===== src/rtl/msk_stream_pkg.sv =====
// rtl/msk_stream_pkg.sv - shared types, widths and waveform math for the MSK stream modulator
package msk_stream_pkg;

    typedef enum logic {
        IDLE = 1'b0,
        SEND = 1'b1
    } state_e;

    localparam real PI = 3.14159265358979323846;

    // Counter width that never collapses to zero bits (DATA_W may be 1).
    function automatic int idx_width(input int n);
        return (n > 1) ? $clog2(n) : 1;
    endfunction

    // Plain Taylor series so the table can be built by any elaborator,
    // independent of math-library support in constant functions.
    function automatic real msk_sin(input real x);
        real r;
        real term;
        real sum;
        r = x;
        if (r > PI) r = r - 2.0 * PI;
        term = r;
        sum  = r;
        for (int i = 1; i < 14; i++) begin
            term = -term * r * r / (real'(2 * i) * real'(2 * i + 1));
            sum  = sum + term;
        end
        return sum;
    endfunction

    // One offset-binary sample: bit 1 spans half a sine period over the
    // symbol, bit 0 a full period; phase pi flips the sine term.
    function automatic int msk_sample(input int bit_v, input int phase_v,
                                      input int k, input int n, input int sw);
        int  mid;
        real amp;
        real ang;
        real s;
        mid = 1 << (sw - 1);
        if (k >= n) return mid;
        amp = real'(mid - 1);
        ang = ((bit_v != 0) ? PI : 2.0 * PI) * real'(k) / real'(n - 1);
        s   = msk_sin(ang);
        if (phase_v != 0) s = -s;
        return $rtoi(real'(mid) + amp * s + 0.5);
    endfunction

endpackage


===== src/rtl/msk_wave_rom.sv =====
// rtl/msk_wave_rom.sv - registered waveform lookup addressed by {bit, phase, k}
// Ports: clk_i/rst_ni clock and async active-low reset, en_i clock enable,
// mid_i loads the idle level, bit_i/phase_i/k_i table address, sample_o registered sample.
module msk_wave_rom
    import msk_stream_pkg::*;
#(
    parameter int N        = 32,
    parameter int SAMPLE_W = 8,
    parameter int KW       = 5
) (
    input  logic                clk_i,
    input  logic                rst_ni,
    input  logic                en_i,
    input  logic                mid_i,
    input  logic                bit_i,
    input  logic                phase_i,
    input  logic [KW-1:0]       k_i,
    output logic [SAMPLE_W-1:0] sample_o
);

    localparam int DEPTH = 4 << KW;
    localparam logic [SAMPLE_W-1:0] MID = {1'b1, {(SAMPLE_W-1){1'b0}}};

    logic [SAMPLE_W-1:0] wave_tab [DEPTH];
    logic [KW+1:0]       addr;
    logic [SAMPLE_W-1:0] sample_q;

    for (genvar a = 0; a < DEPTH; a++) begin : g_tab
        localparam int B = a >> (KW + 1);
        localparam int P = (a >> KW) & 1;
        localparam int K = a & ((1 << KW) - 1);
        assign wave_tab[a] = SAMPLE_W'(msk_sample(B, P, K, N, SAMPLE_W));
    end

    assign addr = {bit_i, phase_i, k_i};

    always_ff @(posedge clk_i or negedge rst_ni) begin
        if (!rst_ni) begin
            sample_q <= MID;
        end else if (en_i) begin
            sample_q <= mid_i ? MID : wave_tab[addr];
        end
    end

    assign sample_o = sample_q;

endmodule


===== src/rtl/msk_modulator_stream.sv =====
// rtl/msk_modulator_stream.sv - gapless LSB-first MSK modulator with valid/ready word input
// Ports: g_clk_tx clock, reset async active-low, enable clock enable,
// data_in/data_valid/data_ready word handshake, sample_out/sample_valid/word_last
// sample stream, busy while a word is being modulated.
module msk_modulator_stream
    import msk_stream_pkg::*;
#(
    parameter int DATA_W          = 8,
    parameter int SAMPLES_PER_BIT = 32,
    parameter int SAMPLE_W        = 8
) (
    input  logic                g_clk_tx,
    input  logic                reset,
    input  logic                enable,
    input  logic [DATA_W-1:0]   data_in,
    input  logic                data_valid,
    output logic                data_ready,
    output logic [SAMPLE_W-1:0] sample_out,
    output logic                sample_valid,
    output logic                word_last,
    output logic                busy
);

    localparam int KW = idx_width(SAMPLES_PER_BIT);
    localparam int BW = idx_width(DATA_W);
    localparam logic [KW-1:0] K_LAST = KW'(SAMPLES_PER_BIT - 1);
    localparam logic [BW-1:0] B_LAST = BW'(DATA_W - 1);

    state_e              state_q, state_d;
    logic [DATA_W-1:0]   word_q, word_d;
    logic [BW-1:0]       bit_idx_q, bit_idx_d;
    logic [KW-1:0]       k_q, k_d;
    logic                phase_q, phase_d;
    logic                prev_bit_q, prev_bit_d;
    logic                ready_en_q;

    logic                cur_bit;
    logic                bit_end;
    logic                word_end;
    logic                accept;
    logic                rom_mid;
    logic                rom_bit;
    logic                rom_phase;
    logic [KW-1:0]       rom_k;

    // Counters describe the sample currently on sample_out; the ROM address
    // below is the sample that will be shown after the next enabled edge.
    assign cur_bit    = word_q[bit_idx_q];
    assign bit_end    = (k_q == K_LAST);
    assign word_end   = (state_q == SEND) && bit_end && (bit_idx_q == B_LAST);
    assign data_ready = ready_en_q && ((state_q == IDLE) || word_end);
    assign accept     = enable && data_valid && data_ready;

    always_comb begin
        state_d    = state_q;
        word_d     = word_q;
        bit_idx_d  = bit_idx_q;
        k_d        = k_q;
        phase_d    = phase_q;
        prev_bit_d = prev_bit_q;
        rom_mid    = 1'b0;
        rom_bit    = cur_bit;
        rom_phase  = phase_q;
        rom_k      = k_q;
        case (state_q)
            IDLE: begin
                if (accept) begin
                    state_d   = SEND;
                    word_d    = data_in;
                    bit_idx_d = '0;
                    k_d       = '0;
                    phase_d   = phase_q ^ prev_bit_q;
                    rom_bit   = data_in[0];
                    rom_phase = phase_d;
                    rom_k     = '0;
                end else begin
                    rom_mid = 1'b1;
                end
            end
            SEND: begin
                if (!bit_end) begin
                    k_d   = k_q + 1'b1;
                    rom_k = k_d;
                end else begin
                    prev_bit_d = cur_bit;
                    if (bit_idx_q != B_LAST) begin
                        bit_idx_d = bit_idx_q + 1'b1;
                        k_d       = '0;
                        phase_d   = phase_q ^ cur_bit;
                        rom_bit   = word_q[bit_idx_d];
                        rom_phase = phase_d;
                        rom_k     = '0;
                    end else if (accept) begin
                        // Gapless hand-over: next word starts on the very next sample.
                        word_d    = data_in;
                        bit_idx_d = '0;
                        k_d       = '0;
                        phase_d   = phase_q ^ cur_bit;
                        rom_bit   = data_in[0];
                        rom_phase = phase_d;
                        rom_k     = '0;
                    end else begin
                        // Phase is left as the last bit's; the toggle is applied
                        // from prev_bit when the next word is accepted in IDLE.
                        state_d = IDLE;
                        rom_mid = 1'b1;
                    end
                end
            end
            default: begin
                state_d = IDLE;
                rom_mid = 1'b1;
            end
        endcase
    end

    always_ff @(posedge g_clk_tx or negedge reset) begin
        if (!reset) begin
            state_q    <= IDLE;
            word_q     <= '0;
            bit_idx_q  <= '0;
            k_q        <= '0;
            phase_q    <= 1'b0;
            prev_bit_q <= 1'b0;
            ready_en_q <= 1'b0;
        end else if (enable) begin
            state_q    <= state_d;
            word_q     <= word_d;
            bit_idx_q  <= bit_idx_d;
            k_q        <= k_d;
            phase_q    <= phase_d;
            prev_bit_q <= prev_bit_d;
            ready_en_q <= 1'b1;
        end
    end

    msk_wave_rom #(
        .N        (SAMPLES_PER_BIT),
        .SAMPLE_W (SAMPLE_W),
        .KW       (KW)
    ) u_rom (
        .clk_i    (g_clk_tx),
        .rst_ni   (reset),
        .en_i     (enable),
        .mid_i    (rom_mid),
        .bit_i    (rom_bit),
        .phase_i  (rom_phase),
        .k_i      (rom_k),
        .sample_o (sample_out)
    );

    assign busy         = (state_q == SEND);
    assign sample_valid = busy;
    assign word_last    = word_end;

endmodule


===== config.mk =====
export PLATFORM = sky130hd
export DESIGN_NAME = msk_modulator_stream
export DESIGN_NICKNAME = d
export VERILOG_FILES = /design/src/rtl/msk_stream_pkg.sv /design/src/rtl/msk_wave_rom.sv /design/src/rtl/msk_modulator_stream.sv
export SDC_FILE = /design/constraint.sdc
export NUM_CORES = 1
export LEC_CHECK = 0
export BUFFER_PORTS_ARGS = -buffer_cell sky130_fd_sc_hd__clkbuf_2
export CAP_MARGIN = 15
export CORE_UTILIZATION = 45
export CTS_CLUSTER_DIAMETER = 30
export DETAILED_ROUTE_END_ITERATION = 8
export PLACE_DENSITY = 0.75
export SETUP_SLACK_MARGIN = 0.5
export SKIP_CTS_REPAIR_TIMING = 1
export SLEW_MARGIN = 15
export SYNTH_ARGS = -nofsm -noshare
export SYNTH_HDL_FRONTEND = slang
export SYNTH_SLANG_ARGS = --single-unit

===== constraint.sdc =====
create_clock -name g_clk_tx -period 3.7 [get_ports g_clk_tx]
set_input_delay 0.74 -clock g_clk_tx [delete_from_list [all_inputs] [get_ports g_clk_tx]]
set_output_delay 0.74 -clock g_clk_tx [all_outputs]
set_load 0.02 [all_outputs]

==> results.tsv, run 1 <==
metric	value	unit
crit-path cells	ha_2 > and3_4 > ha_4 > a21bo_1 > and2_4 > a21o_4 > ha_4 > buf_12 > buf_4 > nor2_4 > o21ai_1 > or3_1 > a32oi_1 > nand2_1	
Seq/Total Area, Yosys	21.7	%
Reg2Reg Setup Slack	0.47	ns
Core Region	6870	sq um
hold_ws	0.477	ns
Worst path max stage delay	0.42	ns
Die Y	86.8	um
Yosys top cell by area	dfrtp_1	
post-route ant nets	0	
ys async rst share	100	%
vias in the first global route	3287	
Final min period	3.23	ns
CTS Buffer Depth	2	
largest net degree at the start of global routing	29	
slew margin rel.	53.1	%
site row count	30	
die area	7530	sq um
global route overflow	0	
Slew @ Worst Pin	0.704	ns
Area contributors post-synth	dfrtp_1 21%, nand2_1 6.6%, a21oi_1 4.6%	
TritonCTS clock tree	done	
dpl hpwl	7510	um
clock slew at reported path FFs	0.11	ns
Clock Skews	0.0157	ns
Layout Nets	468	
most used cell, CP	ha_4	
Final Max Slew Viols	0	
Period Utilization, post-route	87.4	%
number of port buffers	23	
Routed WL	11300	um
initial core utilization	47.1	%
final count of hold timing violations	0	
Net Count, Synth	439	
fillers	582	
crit-path max FO	10	
number of synthesized flops with an enable pin	0	
Ys Warns	0	
DRC errors left	0	
clk sink count	28	
Setup Viol. Count Final	0	
Crit path required time	3.86	ns
cells after synthesis	415	
count leader, synth	nand2_1	
Critical Path Sink Type	flop	
Vias per Instance	7.00	
GPL Wtd Cong	0.992	
synth cell count leaders	57 x nand2_1, 30 x a21oi_1, 28 x nor2_1	
chip width	86.8	um
Reg2Reg Depth	14	
CTS H-tree lvls	1	
worst r2r src	k_q[1]	
global-route wire length before repair	17200	um
share of post-route cells with drive strength above 1	29.1	%
FF-to-FF End	u_rom.sample_o[5]	
via count	3772	
setup TNS	0	ns
total of max-cap violations	0	
synth unique cells	80	
WP buf/inv	2	
initial antenna violation count	0	
drt first pass iters	6	
syn_area_per_cell	7.80	sq um
Cell Area, Synth	3240	sq um
Root Driver	clkbuf_8	
Top FF cell, synth	dfrtp_1	
unrepaired setup endpoints after global routing	yes	
Stages on worst setup path	14	
delay-heaviest family, CP	simple AND/OR/NAND/NOR gates	
CP max stage cell	dfrtp_1	
post-synth top area share	20.9	%
Skew-Pair Late Insertion Delay	0.29	ns
flops & latches, synth	28	
Setup CP Type	flop to flop	
Worst Hold Class	input pin to asynchronous set/reset pin	
Ant. Diodes	0	
average wire per standard cell	20.9	um
# IOs	24	
status	complete, no violations	
CP Launch Type	flop	
WP data arrival	3.39	ns
fmax	309	MHz
total CTS buffers	3	
GRT Total Usage	29.2	%
DRT iter0 DRCs	549	
P&R area growth vs syn	21.4	%
==> logic make-up (layout without fill, tap and decap cells) <==
logic type                 Yosys count  after routing  share of synthesized area (%)
AOI/OAI and AO/OA                  152            152                           34.6
adders and majority gates           12             12                           4.64
muxes                               10             10                           5.03
and+or+nand+nor                    155            155                           22.7
DFF                                 28             28                           21.7
buffers and inverters               51             79                           8.58
xor gates and xnor gates             7              7                           2.71
==> registers in the layout (all words and copies together), names as in the netlist <==
signal	flops
busy	1
ready_en_q	1
word_q	8
phase_q	1
prev_bit_q	1
u_rom.sample_o	8
bit_idx_q	3
k_q	5
==> per-stage QoR <==
step                area, sq um  worst slack (ns)  utilization (%)  cells
floorplan                  3430             0.413                -    415
global placement           3520             0.343             51.2    513
detailed placement         3520             0.339             51.2    513
CTS                        3590             0.319             52.3    517
global route               3930             0.431             57.2    539
finish                     3930             0.467             57.2    539
==> area by class of cell <==
cell class | count | area, sq um | area share [%]
repair buffers | 69 | 509 | 13.0
well taps | 96 | 120 | 3.06
multi-input cells | 336 | 2480 | 63.3
flip-flops and latches | 28 | 704 | 17.9
clock buffers | 3 | 41.3 | 1.05
clock inverters | 1 | 30.0 | 0.765
inverters | 6 | 37.5 | 0.956
==> per-layer routing <==
layer	GRT usage (%)	share of wire, %	vias to the layer above
li1	-	-	1633
met1	41.4	40	1761
met2	43.2	43	317
met3	5.90	12	61
met4	11.5	3.8	0
met5	0	0	-
==> cell usage in the layout, fill, tap and decap left out, drive strengths merged, types with 5 or more instances in the layout <==
cell,n
ha,12
a311oi,9
nand2,57
mux2i,5
o221ai,8
a31oi,10
o21ai,23
a211oi,16
dfrtp,27
a21o,5
buf,46
xnor2,5
clkbuf,26
and3,8
inv,5
a21oi,32
o211ai,8
nand3,18
nor2,29
nor3,16
==> how the worst max path moves through the flow <==
stage	start	end
2_1_floorplan	k_q[1]	u_rom.sample_o[1]
4_1_cts	k_q[1]	u_rom.sample_o[5]
5_1_grt	k_q[1]	u_rom.sample_o[2]
6_report	k_q[1]	u_rom.sample_o[5]
3_5_place_dp	enable	u_rom.sample_o[2]
3_3_place_gp	enable	u_rom.sample_o[1]
Power of run 1 is not shown: default switching activity piles up to over one toggle a cycle in this logic, so the estimate is an artifact.
==> inputs of run 2 (changes only) <==
- PLACE_DENSITY: 0.75 -> 0.73
- clock period: 3.7 -> 4.2 ns (I/O delays scaled with it)
==> results.tsv, run 2 (synthesized netlist as in run 1, its figures left out) <==
metric	value	unit	change
# IOs	24		unchanged
share of post-route cells with drive strength above 1	20.9	%	-8.2 points
Setup CP Type	flop to flop		
total of max-cap violations	0		unchanged
Setup Viol. Count Final	0		unchanged
Skew-Pair Late Insertion Delay	0.28	ns	about the same
Worst Hold Class	flop to flop		
final count of hold timing violations	0		unchanged
Layout Nets	450		-3.8%
average wire per standard cell	19.8	um	-5.3%
Reg2Reg Depth	14		unchanged
Vias per Instance	6.88		-1.7%
WP buf/inv	1		-1
global-route wire length before repair	16300	um	-5.4%
commonest non-fill, non-tap cells in the layout	56 x nand2_1, 30 x a21oi_1, 28 x nor2_1, 28 x buf_4, 26 x dfrtp_1		
crit-path cells	ha_1 > and3_1 > ha_2 > a21bo_4 > and2_1 > a21o_4 > ha_1 > buf_4 > nand2_1 > a21oi_1 > a221oi_1 > o221ai_1 > o211ai_1 > o311ai_1		
number of port buffers	23		unchanged
unrepaired setup endpoints after global routing	no		
most used cell, CP	ha_1		
site row count	30		unchanged
delay-heaviest family, CP	compound AO/OA/AOI/OAI gates		
CTS Buffer Depth	2		unchanged
CTS H-tree lvls	1		unchanged
clock slew at reported path FFs	0.11	ns	about the same
Final Max Slew Viols	0		unchanged
status	complete, no violations		
chip width	86.8	um	unchanged
worst setup margin	0.653	ns	+0.186 ns
Crit path required time	4.35	ns	+0.49 ns
DRC errors left	0		unchanged
Hold Path Cell Cnt	2		
setup TNS	0	ns	unchanged
fmax	282	MHz	-8.9%
die area	7530	sq um	unchanged
Slew @ Worst Pin	0.699	ns	-0.00568 ns
Core Region	6870	sq um	unchanged
initial core utilization	47.1	%	unchanged
initial antenna violation count	0		unchanged
Clock Skews	0.00745	ns	-0.00820 ns
GRT Total Usage	27.7	%	-1.5 points
total CTS buffers	3		unchanged
Worst path max stage delay	0.47	ns	+0.05 ns
Ant. Diodes	0		unchanged
Die Y	86.8	um	unchanged
Root Driver	clkbuf_8		
pre-CTS setup slack	0.392	ns	+0.0530 ns
DRT iter0 DRCs	556		+1.3%
dpl hpwl	7110	um	-5.4%
post-route ant nets	0		unchanged
vias in the first global route	3185		-3.1%
P&R area growth vs syn	10.6	%	
largest net degree at the start of global routing	29		unchanged
Routed WL	10300	um	-8.5%
via count	3583		-5.0%
crit-path max FO	10		unchanged
slew margin rel.	53.2	%	+0.17 points
CP Launch Type	flop		
clk sink count	28		unchanged
GPL Wtd Cong	0.977		-1.5%
Period Utilization, post-route	84.5	%	-2.9 points
Critical Path Sink Type	flop		
Stages on worst setup path	14		unchanged
hold_ws	0.502	ns	+0.0249 ns
commonest non-fill, non-tap cell in the layout	nand2_1		
Final min period	3.55	ns	+0.314 ns
TritonCTS clock tree	done		
fillers	646		+11%
global route overflow	0		unchanged
drt first pass iters	5		-1
WP data arrival	3.69	ns	+0.30 ns
CP max stage cell	dfrtp_2		
[run 2: cell types whose count changed in the layout (fill, tap and decap cells not counted), moves of 3 or more]
cell	previous run	this run
buf_4	41	28
ha_1	3	9
buf_12	3	0
ha_2	4	1
ha_4	5	2
[run 2: per-layer routing]
| metal | vias to the layer above | wire length, um | track usage, % |
|---|---|---|---|
| met5 | - | 0 | 0 |
| met4 | 0 | 345 | 9.70 |
| met3 | 42 | 1110 | 3.62 |
| met2 | 273 | 4580 | 41.9 |
| met1 | 1664 | 4270 | 40.2 |
| li1 | 1604 | - | - |
[run 2: final timing paths]
path                                start                end  slack [ns]
max in group asynchronous           reset             k_q[0]        3.13
min in group asynchronous           reset          word_q[2]        0.58
worst max-delay path               k_q[0]  u_rom.sample_o[4]        0.65
worst max register to register     k_q[0]  u_rom.sample_o[4]        0.65
worst min-delay path            word_q[3]          word_q[3]        0.50
worst min register to register  word_q[3]          word_q[3]        0.50
[run 2: stage by stage]
step	area (sq um)	std cells	utilization, %
6_report	3580	521	52.1
5_1_grt	3580	521	52.1
4_1_cts	3470	517	50.5
3_5_place_dp	3400	513	49.5
3_3_place_gp	3400	513	49.5
2_1_floorplan	3240	415	-
[run 2: layout make-up]
type | count | area [sq um] | area share [%]
tap | 96 | 120 | 3.36
timing repair buffer | 51 | 325 | 9.09
inverter | 6 | 30.0 | 0.839
clock buffer | 3 | 41.3 | 1.15
sequential | 28 | 703 | 19.6
clock inverter | 1 | 30.0 | 0.839
multi-input combinational | 336 | 2330 | 65.1
[run 2: tightest hold or removal path: stages (launching register included)]
cell,delay (ns)
dfrtp_1,0.37
nand2_1,0.05
nand2_1,0.06
Power of run 2 is left out for the same reason.
==> inputs of run 3 (changes only) <==
- clock period: 4.2 -> 3.61 ns (I/O delays scaled with it)
==> results.tsv, run 3 (synthesized netlist as in run 1, its figures left out) <==
metric	value	unit	change
Crit path required time	3.76	ns	-0.59 ns
Root Driver	clkbuf_8		
dpl hpwl	7350	um	+3.4%
slew margin rel.	33.5	%	-20 points
post-route ant nets	0		unchanged
site row count	30		unchanged
# IOs	24		unchanged
vias in the first global route	3291		+3.3%
clock slew at reported path FFs	0.10	ns	about the same
Reg area	702	sq um	-0.18%
met2 Use GR	44.2	%	+2.3 points
Final Max Slew Viols	0		unchanged
share of post-route cells with drive strength above 1	34.4	%	+13 points
CTS Buffer Depth	2		unchanged
total CTS buffers	3		unchanged
Core Region	6870	sq um	unchanged
Period Utilization, post-route	90.2	%	+5.7 points
chip width	86.8	um	unchanged
Final min period	3.26	ns	-0.292 ns
die area	7530	sq um	unchanged
Critical Path Sink Type	flop		
clk sink count	28		unchanged
Skew-Pair Late Insertion Delay	0.28	ns	about the same
worst setup margin	0.355	ns	-0.298 ns
pre-CTS setup slack	0.309	ns	-0.0830 ns
largest net degree at the start of global routing	37		+28%
Setup Viol. Count Final	0		unchanged
status	complete, no violations		
WP data arrival	3.40	ns	-0.29 ns
GRT Total Usage	28.9	%	+1.2 points
final core occ	61.0	%	+8.9 points
crit-path max FO	13		+3
final count of hold timing violations	0		unchanged
drt first pass iters	5		unchanged
setup TNS	0	ns	unchanged
average wire per standard cell	21.5	um	+8.9%
Layout Nets	481		+6.9%
fmax	307	MHz	+9.0%
via count	3882		+8.3%
Routed WL	11900	um	+15%
routing usage on met1	41.5	%	+1.3 points
DRT iter0 DRCs	650		+17%
area of the multi-input gates	2610	sq um	+12%
initial antenna violation count	0		unchanged
Clock Skews	0.0102	ns	+0.00271 ns
GR Layer Usage met3	3.62	%	unchanged
CTS H-tree lvls	1		unchanged
global-route wire length before repair	17100	um	+4.7%
total of max-cap violations	0		unchanged
number of port buffers	23		unchanged
unrepaired setup endpoints after global routing	yes		
global route overflow	0		unchanged
Ant. Diodes	0		unchanged
busiest grt layer	met2		
initial core utilization	47.1	%	unchanged
Worst Hold Class	input pin to asynchronous set/reset pin		
GPL Wtd Cong	0.974		-0.33%
Vias per Instance	7.03		+2.3%
hold_ws	0.465	ns	-0.0373 ns
commonest non-fill, non-tap cells in the layout	55 x nand2_1, 49 x buf_4, 27 x a21oi_1, 27 x dfrtp_1, 25 x nor2_1		
Die Y	86.8	um	unchanged
CP Launch Type	flop		
Reg2Reg Depth	12		-2
fillers	564		-13%
Slew @ Worst Pin	0.992	ns	+0.294 ns
Setup CP Type	flop to flop		
TritonCTS clock tree	done		
DRC errors left	0		unchanged
commonest non-fill, non-tap cell in the layout	nand2_1		
P&R area growth vs syn	29.6	%	
==> run 3: routing by layer <==
layer	wire, um	part of all wire, %
met1	4750	40
met5	0	0
met4	731	6.2
met2	5180	44
met3	1220	10
==> run 3: final timing paths <==
kind | startpoint | endpoint | slack, ns
worst max-delay path | k_q[1] | u_rom.sample_o[3] | 0.35
max in group asynchronous | reset | u_rom.sample_o[2] | 2.69
worst min register to register | u_rom.sample_o[5] | u_rom.sample_o[5] | 0.51
min in group g_clk_tx | u_rom.sample_o[5] | u_rom.sample_o[5] | 0.51
worst max register to register | k_q[1] | u_rom.sample_o[3] | 0.35
worst min-delay path | reset | word_q[7] | 0.46
==> run 3: critical path, cell delays in order, from the launching register on <==
cell and delay, ns:
dfrtp_1 0.41, ha_2 0.19, and3_4 0.19, ha_4 0.18
a21bo_4 0.17, and2_4 0.20, buf_4 0.13, a22o_1 0.53
nand2_1 0.28, o221ai_2 0.35, a2111oi_4 0.07, nor3_2 0.29
o32ai_2 0.14
==> run 3: final cells by class <==
| class | count | area share [%] |
|---|---|---|
| Clock buffer | 3 | 0.985 |
| Inverter | 6 | 0.836 |
| Sequential cell | 28 | 16.7 |
| Multi-Input combinational cell | 336 | 62.3 |
| Timing Repair Buffer | 82 | 15.6 |
| Clock inverter | 1 | 0.716 |
| Tap cell | 96 | 2.86 |
==> run 3: metrics by stage <==
step | cell area (sq um) | cells
6_report | 4190 | 552
5_1_grt | 4190 | 552
4_1_cts | 3630 | 519
3_5_place_dp | 3560 | 515
3_3_place_gp | 3560 | 515
2_1_floorplan | 3430 | 415
Power of run 3 is left out for the same reason.
